**config.mk**
```make
export PLATFORM = sky130hd
export DESIGN_NAME = conv_border_crop
export DESIGN_NICKNAME = d
export VERILOG_FILES = /design/src/rtl/conv_border_crop.sv
export SDC_FILE = /design/constraint.sdc
export NUM_CORES = 1
export LEC_CHECK = 0
export BUFFER_PORTS_ARGS = -buffer_cell sky130_fd_sc_hd__buf_2
export CORE_ASPECT_RATIO = 0.75
export CORE_UTILIZATION = 45
export DETAILED_ROUTE_END_ITERATION = 10
export GPL_TIMING_DRIVEN = 0
export PLACE_DENSITY = 0.75
export SLEW_MARGIN = 5
export SYNTH_ARGS = -nofsm -noshare
export SYNTH_HDL_FRONTEND = slang
export SYNTH_SLANG_ARGS = --single-unit
```
**constraint.sdc**
```tcl
create_clock -name clk -period 2.6 [get_ports clk]
set_input_delay 0.26 -clock clk [delete_from_list [all_inputs] [get_ports clk]]
set_output_delay 0.26 -clock clk [all_outputs]
set_load 0.05 [all_outputs]
```
**src/rtl/conv_border_crop.sv**
```systemverilog
// conv_border_crop: removes the invalid border words produced by the
// 8-pixel-parallel convolution stencil. The first CROP_TOP rows of each frame
// and the first CROP_LEFT_WORDS words of every remaining row are discarded.
// Surviving words pass through a 2-entry FIFO to the host interface. dout_last
// marks the final kept word of each frame.
//
// Handshake: a transfer happens on a rising edge where valid && ready are both
// high. The producer holds its data stable while valid is high and ready is
// low. din_ready comes from registers (and rst) only.
//
// Optional feature macro: CROP_STATS_EN adds the frame_count and drop_count
// outputs.
`timescale 1ns/1ps
module conv_border_crop #(
    parameter int IMG_W_WORDS     = 80,
    parameter int IMG_H           = 480,
    parameter int CROP_TOP        = 2,
    parameter int CROP_LEFT_WORDS = 1
) (
    input  logic        clk,
    input  logic        rst,
    input  logic [63:0] din,
    input  logic        din_valid,
    output logic        din_ready,
    output logic [63:0] dout,
    output logic        dout_valid,
    input  logic        dout_ready,
    output logic        dout_last,
    output logic        dbg_state
`ifdef CROP_STATS_EN
    ,
    output logic [15:0] frame_count,
    output logic [31:0] drop_count
`endif
);
    localparam int CW = $clog2(IMG_W_WORDS);
    localparam int RW = $clog2(IMG_H);
    localparam logic [CW-1:0] COL_MAX  = CW'(IMG_W_WORDS - 1);
    localparam logic [RW-1:0] ROW_MAX  = RW'(IMG_H - 1);
    localparam logic [RW-1:0] TOP_LAST = RW'((CROP_TOP == 0) ? 0 : CROP_TOP - 1);

    typedef enum logic {ST_TOP = 1'b0, ST_BODY = 1'b1} state_t;
    localparam state_t ST_INIT = (CROP_TOP == 0) ? ST_BODY : ST_TOP;

    state_t        state_q, state_d;
    logic [CW-1:0] col_q, col_d;
    logic [RW-1:0] row_q, row_d;
    logic [1:0]    occ_q, occ_d;
    logic [63:0]   d0_q, d0_d, d1_q, d1_d;
    logic          l0_q, l0_d, l1_q, l1_d;

    logic accept, col_wrap, frame_wrap, keep, last_in, pop;

    // Handshake, frame position and crop decision.
    always_comb begin
        din_ready  = !rst && (occ_q != 2'd2);
        accept     = din_valid && din_ready;
        col_wrap   = (col_q == COL_MAX);
        frame_wrap = accept && col_wrap && (row_q == ROW_MAX);
        last_in    = col_wrap && (row_q == ROW_MAX);
        keep       = accept && (state_q == ST_BODY) && (int'(col_q) >= CROP_LEFT_WORDS);
        pop        = dout_valid && dout_ready;
        col_d      = col_q;
        row_d      = row_q;
        state_d    = state_q;
        if (accept) begin
            if (col_wrap) begin
                col_d = '0;
                row_d = (row_q == ROW_MAX) ? '0 : row_q + RW'(1);
            end else begin
                col_d = col_q + CW'(1);
            end
        end
        case (state_q)
            ST_TOP:  if (accept && col_wrap && (row_q == TOP_LAST)) state_d = ST_BODY;
            ST_BODY: if (frame_wrap) state_d = ST_INIT;
            default: state_d = ST_INIT;
        endcase
    end

    // Two-entry output FIFO; entry 0 is always the head shown on dout.
    always_comb begin
        d0_d = d0_q;
        d1_d = d1_q;
        l0_d = l0_q;
        l1_d = l1_q;
        if (pop && (occ_q == 2'd2)) begin
            d0_d = d1_q;
            l0_d = l1_q;
        end
        if (keep) begin
            // The new word becomes head when the FIFO is, or is about to be, empty.
            if ((occ_q == 2'd0) || ((occ_q == 2'd1) && pop)) begin
                d0_d = din;
                l0_d = last_in;
            end else begin
                d1_d = din;
                l1_d = last_in;
            end
        end
        occ_d = occ_q + {1'b0, keep} - {1'b0, pop};
    end

    assign dout       = d0_q;
    assign dout_valid = (occ_q != 2'd0);
    assign dout_last  = l0_q && dout_valid;
    assign dbg_state  = state_q;

`ifdef CROP_STATS_EN
    logic [15:0] frame_count_q, frame_count_d;
    logic [31:0] drop_count_q, drop_count_d;

    // Frames delivered to the host and words dropped in the current frame.
    always_comb begin
        frame_count_d = frame_count_q + {15'd0, pop && dout_last};
        drop_count_d  = drop_count_q;
        if (frame_wrap)
            drop_count_d = '0;
        else if (accept && !keep && (drop_count_q != '1))
            drop_count_d = drop_count_q + 32'd1;
    end

    // Statistics registers.
    always_ff @(posedge clk) begin
        if (rst) begin
            frame_count_q <= '0;
            drop_count_q  <= '0;
        end else begin
            frame_count_q <= frame_count_d;
            drop_count_q  <= drop_count_d;
        end
    end

    assign frame_count = frame_count_q;
    assign drop_count  = drop_count_q;
`endif

    // State, position and FIFO registers.
    always_ff @(posedge clk) begin
        if (rst) begin
            state_q <= ST_INIT;
            col_q   <= '0;
            row_q   <= '0;
            occ_q   <= '0;
            d0_q    <= '0;
            d1_q    <= '0;
            l0_q    <= 1'b0;
            l1_q    <= 1'b0;
        end else begin
            state_q <= state_d;
            col_q   <= col_d;
            row_q   <= row_d;
            occ_q   <= occ_d;
            d0_q    <= d0_d;
            d1_q    <= d1_d;
            l0_q    <= l0_d;
            l1_q    <= l1_d;
        end
    end
endmodule

```
### Yosys cells after proc, flatten, opt, wreduce, memory -nomap -nowiden

Cells that the tools add are included.

* $add $sub $neg: 4
* order comparisons: 1
* equality and inequality tests: 6
* muxes and demuxes: 11
* bitwise gates (word level): 2
* reductions and logical operators: 18

Operator list (count)
* $mux 64: 3
* $logic_and 1x1->1: 12
* $add 9x1->9 const B: 1
* $eq 9x1->1 const B: 1
* $eq 9x9->1 const B: 1
* $mux 9: 1
* $add 7x1->7 const B: 1
* $eq 7x7->1 const B: 1
* $ge 7x1->1 const B: 1
* $mux 7: 1
* $mux 1: 5
* $reduce_and 2->1: 2
* $add 2x1->2: 1
* $eq 2x1->1 const B: 1
* $eq 2x2->1 const B: 1
* $logic_not 2->1: 1
* $ne 2x2->1 const B: 1
* $not 1->1: 2
* $pmux 1 s2: 1
* $reduce_bool 2->1: 1
* $sub 2x1->2: 1
* $logic_not 1->1: 1
* $logic_or 1x1->1: 1

* bits in registers: 149
* input bits: 68
* logic and storage cells: 50

### Depth between registers and ports, before layout

* depth in word-level cells: 7
* gate-level depth with buffers: 11
* mapped depth without buffers: 9

### Worst setup path after synthesis

OpenSTA, ideal clock, no wires.

* kind: flip-flop to flip-flop
* start point: reg occ_q[1]
* end point: reg occ_q[1]
* library setup time: 0.128 ns
* arrival: 1.837 ns
* data required time: 2.472 ns
* slack: 0.635 ns
* stages on the path, launching flop included: 10
* clock period less this slack: 1.965 ns
* cell sequence: dfxtp_1 buf_2 or2_2 and2_1 ha_1 inv_1 ha_1 xor2_1 xnor2_1 nor2_1

* elaborated cells between the ends (all ways): 9
* those cells by class: 2 x add/sub; 1 x eq/ne; 6 x reduce/logical

RTL lines
* start: declaration: RTL line 48 `logic [1:0] occ_q, occ_d;`
* start signal: assignment: RTL line 144 `occ_q <= '0;`
* start signal: assignment: RTL line 153 `occ_q <= occ_d;`
* $reduce_bool 2->1: RTL line 105 `assign dout_valid = (occ_q != 2'd0);`
* via dout_valid: RTL line 26 `output logic dout_valid,`
* $logic_and 1x1->1: RTL line 62 `pop = dout_valid && dout_ready;`
* $sub 2x1->2: RTL line 101 `occ_d = occ_q + {1'b0, keep} - {1'b0, pop};`

The timed path passes the listed nets, and every way through them passes these cells.
A chain may end at the register's enable or synchronous reset.

### Worst setup path in the final report

* start point: reg occ_q[1]
* end point: out din_ready

* word-level cells in the longest chain between the ends: 2

Ends and longest elaborated chain
* $ne 2x2->1: RTL line 56 `din_ready = !rst && (occ_q != 2'd2);`
* $logic_and 1x1->1: RTL line 56
* end: declaration: RTL line 24 `output logic din_ready,`

No other way between the ends.

==> flow_metrics.tcl <==
set metrics [dict create \
    synthSimpleGateAreaFrac_pct 24.8 \
    synthMuxAreaShare_pct 0.145 \
    synth_flop_cell "dfxtp_1" \
    grt_max_degree 17 \
    crit_family "buffers and inverters" \
    path_common_cell "buf_2" \
    required_ps 2340 \
    worst-slew-pin-transition_ps 731 \
    status "completed" \
    critPathMaxFanout 10 \
    portBuffers 134 \
    area_growth_pct 22.3 \
    finalNetCount 1047 \
    wl_per_cell_um 18.5 \
    track_usage_pct 28.1 \
    period_share_pct 92.6 \
    worstPathCellList "buf_2 -> nor2b_1 -> buf_2 -> buf_2 -> nor2_1 -> buf_2" \
    slew_violations 0 \
    dieArea_um2 15800 \
    final_common_cell "buf_2" \
    cp_slowest_cell "nor2b_1" \
    cts.sinks 149 \
    die_h_um 109 \
    worst-path-buf-inv 4 \
    clock_latency_ps 440 \
    initial_core_util_pct 46.9 \
    gp_congestion 0.839 \
    drt_wl_total_um 21900 \
    syn_area_um2 6900 \
    rows 38 \
    cellLeakagePower_nw 2.90 \
    critPathArrivalTime_ps 2150 \
    place_ws_ps 159 \
    synth_top_family_by_area "simple AND/OR/NAND/NOR gates" \
    holdCritPathClass "in2reg" \
    cpPeakStageDelay_ps 320 \
    placeableCoreArea_um2 14700 \
    period_needed_ps 2410 \
    die_x_um 145 \
    io_pins 136 \
    synthXorXnorAreaFrac_pct 0.889 \
    seq_area_um2 2980 \
    clock_skew_ps 10.8 \
    synth_edf_count 0 \
    multi_input_area_um2 3420 \
    setup_violations 0 \
    synth-async-reset-ratio_pct 0 \
    htreeDepth 4 \
    gr-total-overflow 0 \
    post-route-util_pct 57.4 \
    drc 0 \
    critical_path_class "reg2out" \
    report.final.hold_viol_count 0 \
    fillers 1330 \
    ir_drop_mv 0.480 \
    synth_compound_area_share_pct 22.5 \
    relSlewSlack_pct 51.3 \
    postCtsHoldBufs 0 \
    grt_pass1_vias 6702 \
    power.density_nw_per_um2 692 \
    ys_seq_elements 149 \
    ys_types 51 \
    rsz0062_at_grt "false" \
    postLayoutSetupSlackWorst_ps 192 \
    final_cells 1186 \
    layout-drive-gt1-share_pct 21.4 \
    via_count 7306 \
    yosys.area_share.adder_pct 1.09 \
    numCtsBuffers 17 \
    synth_fp_nets 894 \
    place_area_um2 7820 \
    fin_tns_setup_ps 0 \
    synthCells 820 \
    path_clk_slew_ps 60 \
    avgSynthCellArea_um2 8.41 \
    clockRootBuffer "clkbuf_16" \
    start_kind "flop" \
    drt-pass1-iter-count 6 \
    mostFrequentLayoutCells "buf_2 (162), dfxtp_1 (149), nand3_1 (72)" \
    first_iter_violations 661 \
    antenna_found_initial 0 \
    final_area_um2 8440 \
    vias_per_cell 6.16 \
    synth.yosys.seq_area_share_pct 43.3 \
    place_hpwl_um 14600 \
    cts.path.max_buffers 2 \
    cts_tree "built" \
    yosysWarnings 0 \
    dp.cells 1154 \
    ant_nets 0 \
    max_freq_mhz 415 \
    grt_first_pass_wirelength_um 35100 \
    cp-end-kind "primary output" \
    max_cap_viol_count 0 \
]
-- stage by stage --
step / power [W] / hold WS (ps)
2_1_floorplan: 0.00295 / 410
3_3_place_gp: 0.00328 / 455
3_5_place_dp: 0.00328 / 461
4_1_cts: 0.00581 / 84.8
5_1_grt: 0.00601 / 98.2
6_report: 0.00584 / 89.6
-- worst paths after layout --
path / startpoint / endpoint / slack [ps] / depth (start not counted)
setup reg to reg: col_q[1]$_SDFFE_PP0N_ / occ_q[1]$_SDFF_PP0_ / 290 / 11
hold reg to reg: d1_q[52]$_SDFFE_PP0P_ / d1_q[52]$_SDFFE_PP0P_ / 470 / 2
hold / removal: din[4] / d1_q[4]$_SDFFE_PP0P_ / 90 / 3
setup / recovery: occ_q[1]$_SDFF_PP0_ / din_ready / 190 / 6
-- tightest hold or removal path, cell delays in order --
cell and delay [ps]:
buf_2 100, nand4_1 60, a21oi_1 50
-- synth_stat cells (2+ instances only) --
cell      number  area share [%]
buf_4          5            0.54
nor3_1        68             4.9
buf_6          3            0.49
a21oi_1       71             5.2
buf_2         28             2.0
xnor2_1        3            0.38
buf_1         12            0.65
nor4_1         6            0.54
or4_4          2            0.33
ha_1           6             1.1
and2_1         4            0.36
dfxtp_1      149              43
nor2_1        11            0.60
or2_2          2            0.18
nand3_1       72             5.2
xor2_1         4            0.51
clkbuf_1      58             3.2
or3_1          4            0.36
a311oi_1      64             8.1
o21ai_0        4            0.29
nand4b_1       2            0.25
nor2b_1        3            0.27
inv_1          8            0.44
nand2_1       70             3.8
o31ai_1       67             7.3
nand4_1       69             6.3
-- per-layer routing --
layer,track usage (%),up-vias,wire length [um]
met1,39.7,3421,10100
met5,0,-,0
li1,-,3449,-
met2,41.6,397,9330
met3,6.36,39,2170
met4,10.4,0,357
-- cell type report --
type	count	area share, %
Multi-Input combinational cell	557	40.5
Clock inverter	9	1.48
Clock buffer	22	5.74
Sequential cell	149	35.4
Inverter	8	0.356
Timing Repair Buffer	134	7.95
Antenna cell	1	0.0297
Buffer	106	5.62
Tap cell	200	2.97
-- power breakdown --
| part | leakage (nW) | switching [W] | total, W | internal [W] |
|---|---|---|---|---|
| Sequential | 1.20 | 0.0000116 | 0.00230 | 0.00229 |
| Combinational | 1.41 | 0.000760 | 0.000965 | 0.000205 |
| Clock | 0.298 | 0.000972 | 0.00257 | 0.00160 |
-- flip-flops by register name, indices dropped and copies added, names as in the netlist --
name / count
l1_q: 1
occ_q: 2
dbg_state: 1
row_q: 9
dout: 64
d1_q: 64
l0_q: 1
col_q: 7
-- timing repair --
action                                  4_1_cts  5_1_grt
setup buffers                                 0        0
endpoints found under the setup margin        0        1
gates resized for setup                       0        1
-- logic make-up (layout without fill, tap and decap cells) --
kind of cell	Yosys count	in the layout
other	0	1
adders and majority gates	6	6
xor gates and xnor gates	7	7
and+or+nand+nor	325	325
AOI/OAI and AO/OA	218	218
muxes	1	1
DFF	149	149
buffers and inverters	114	279
No activity file was read; power rests on OpenSTA's default activity.
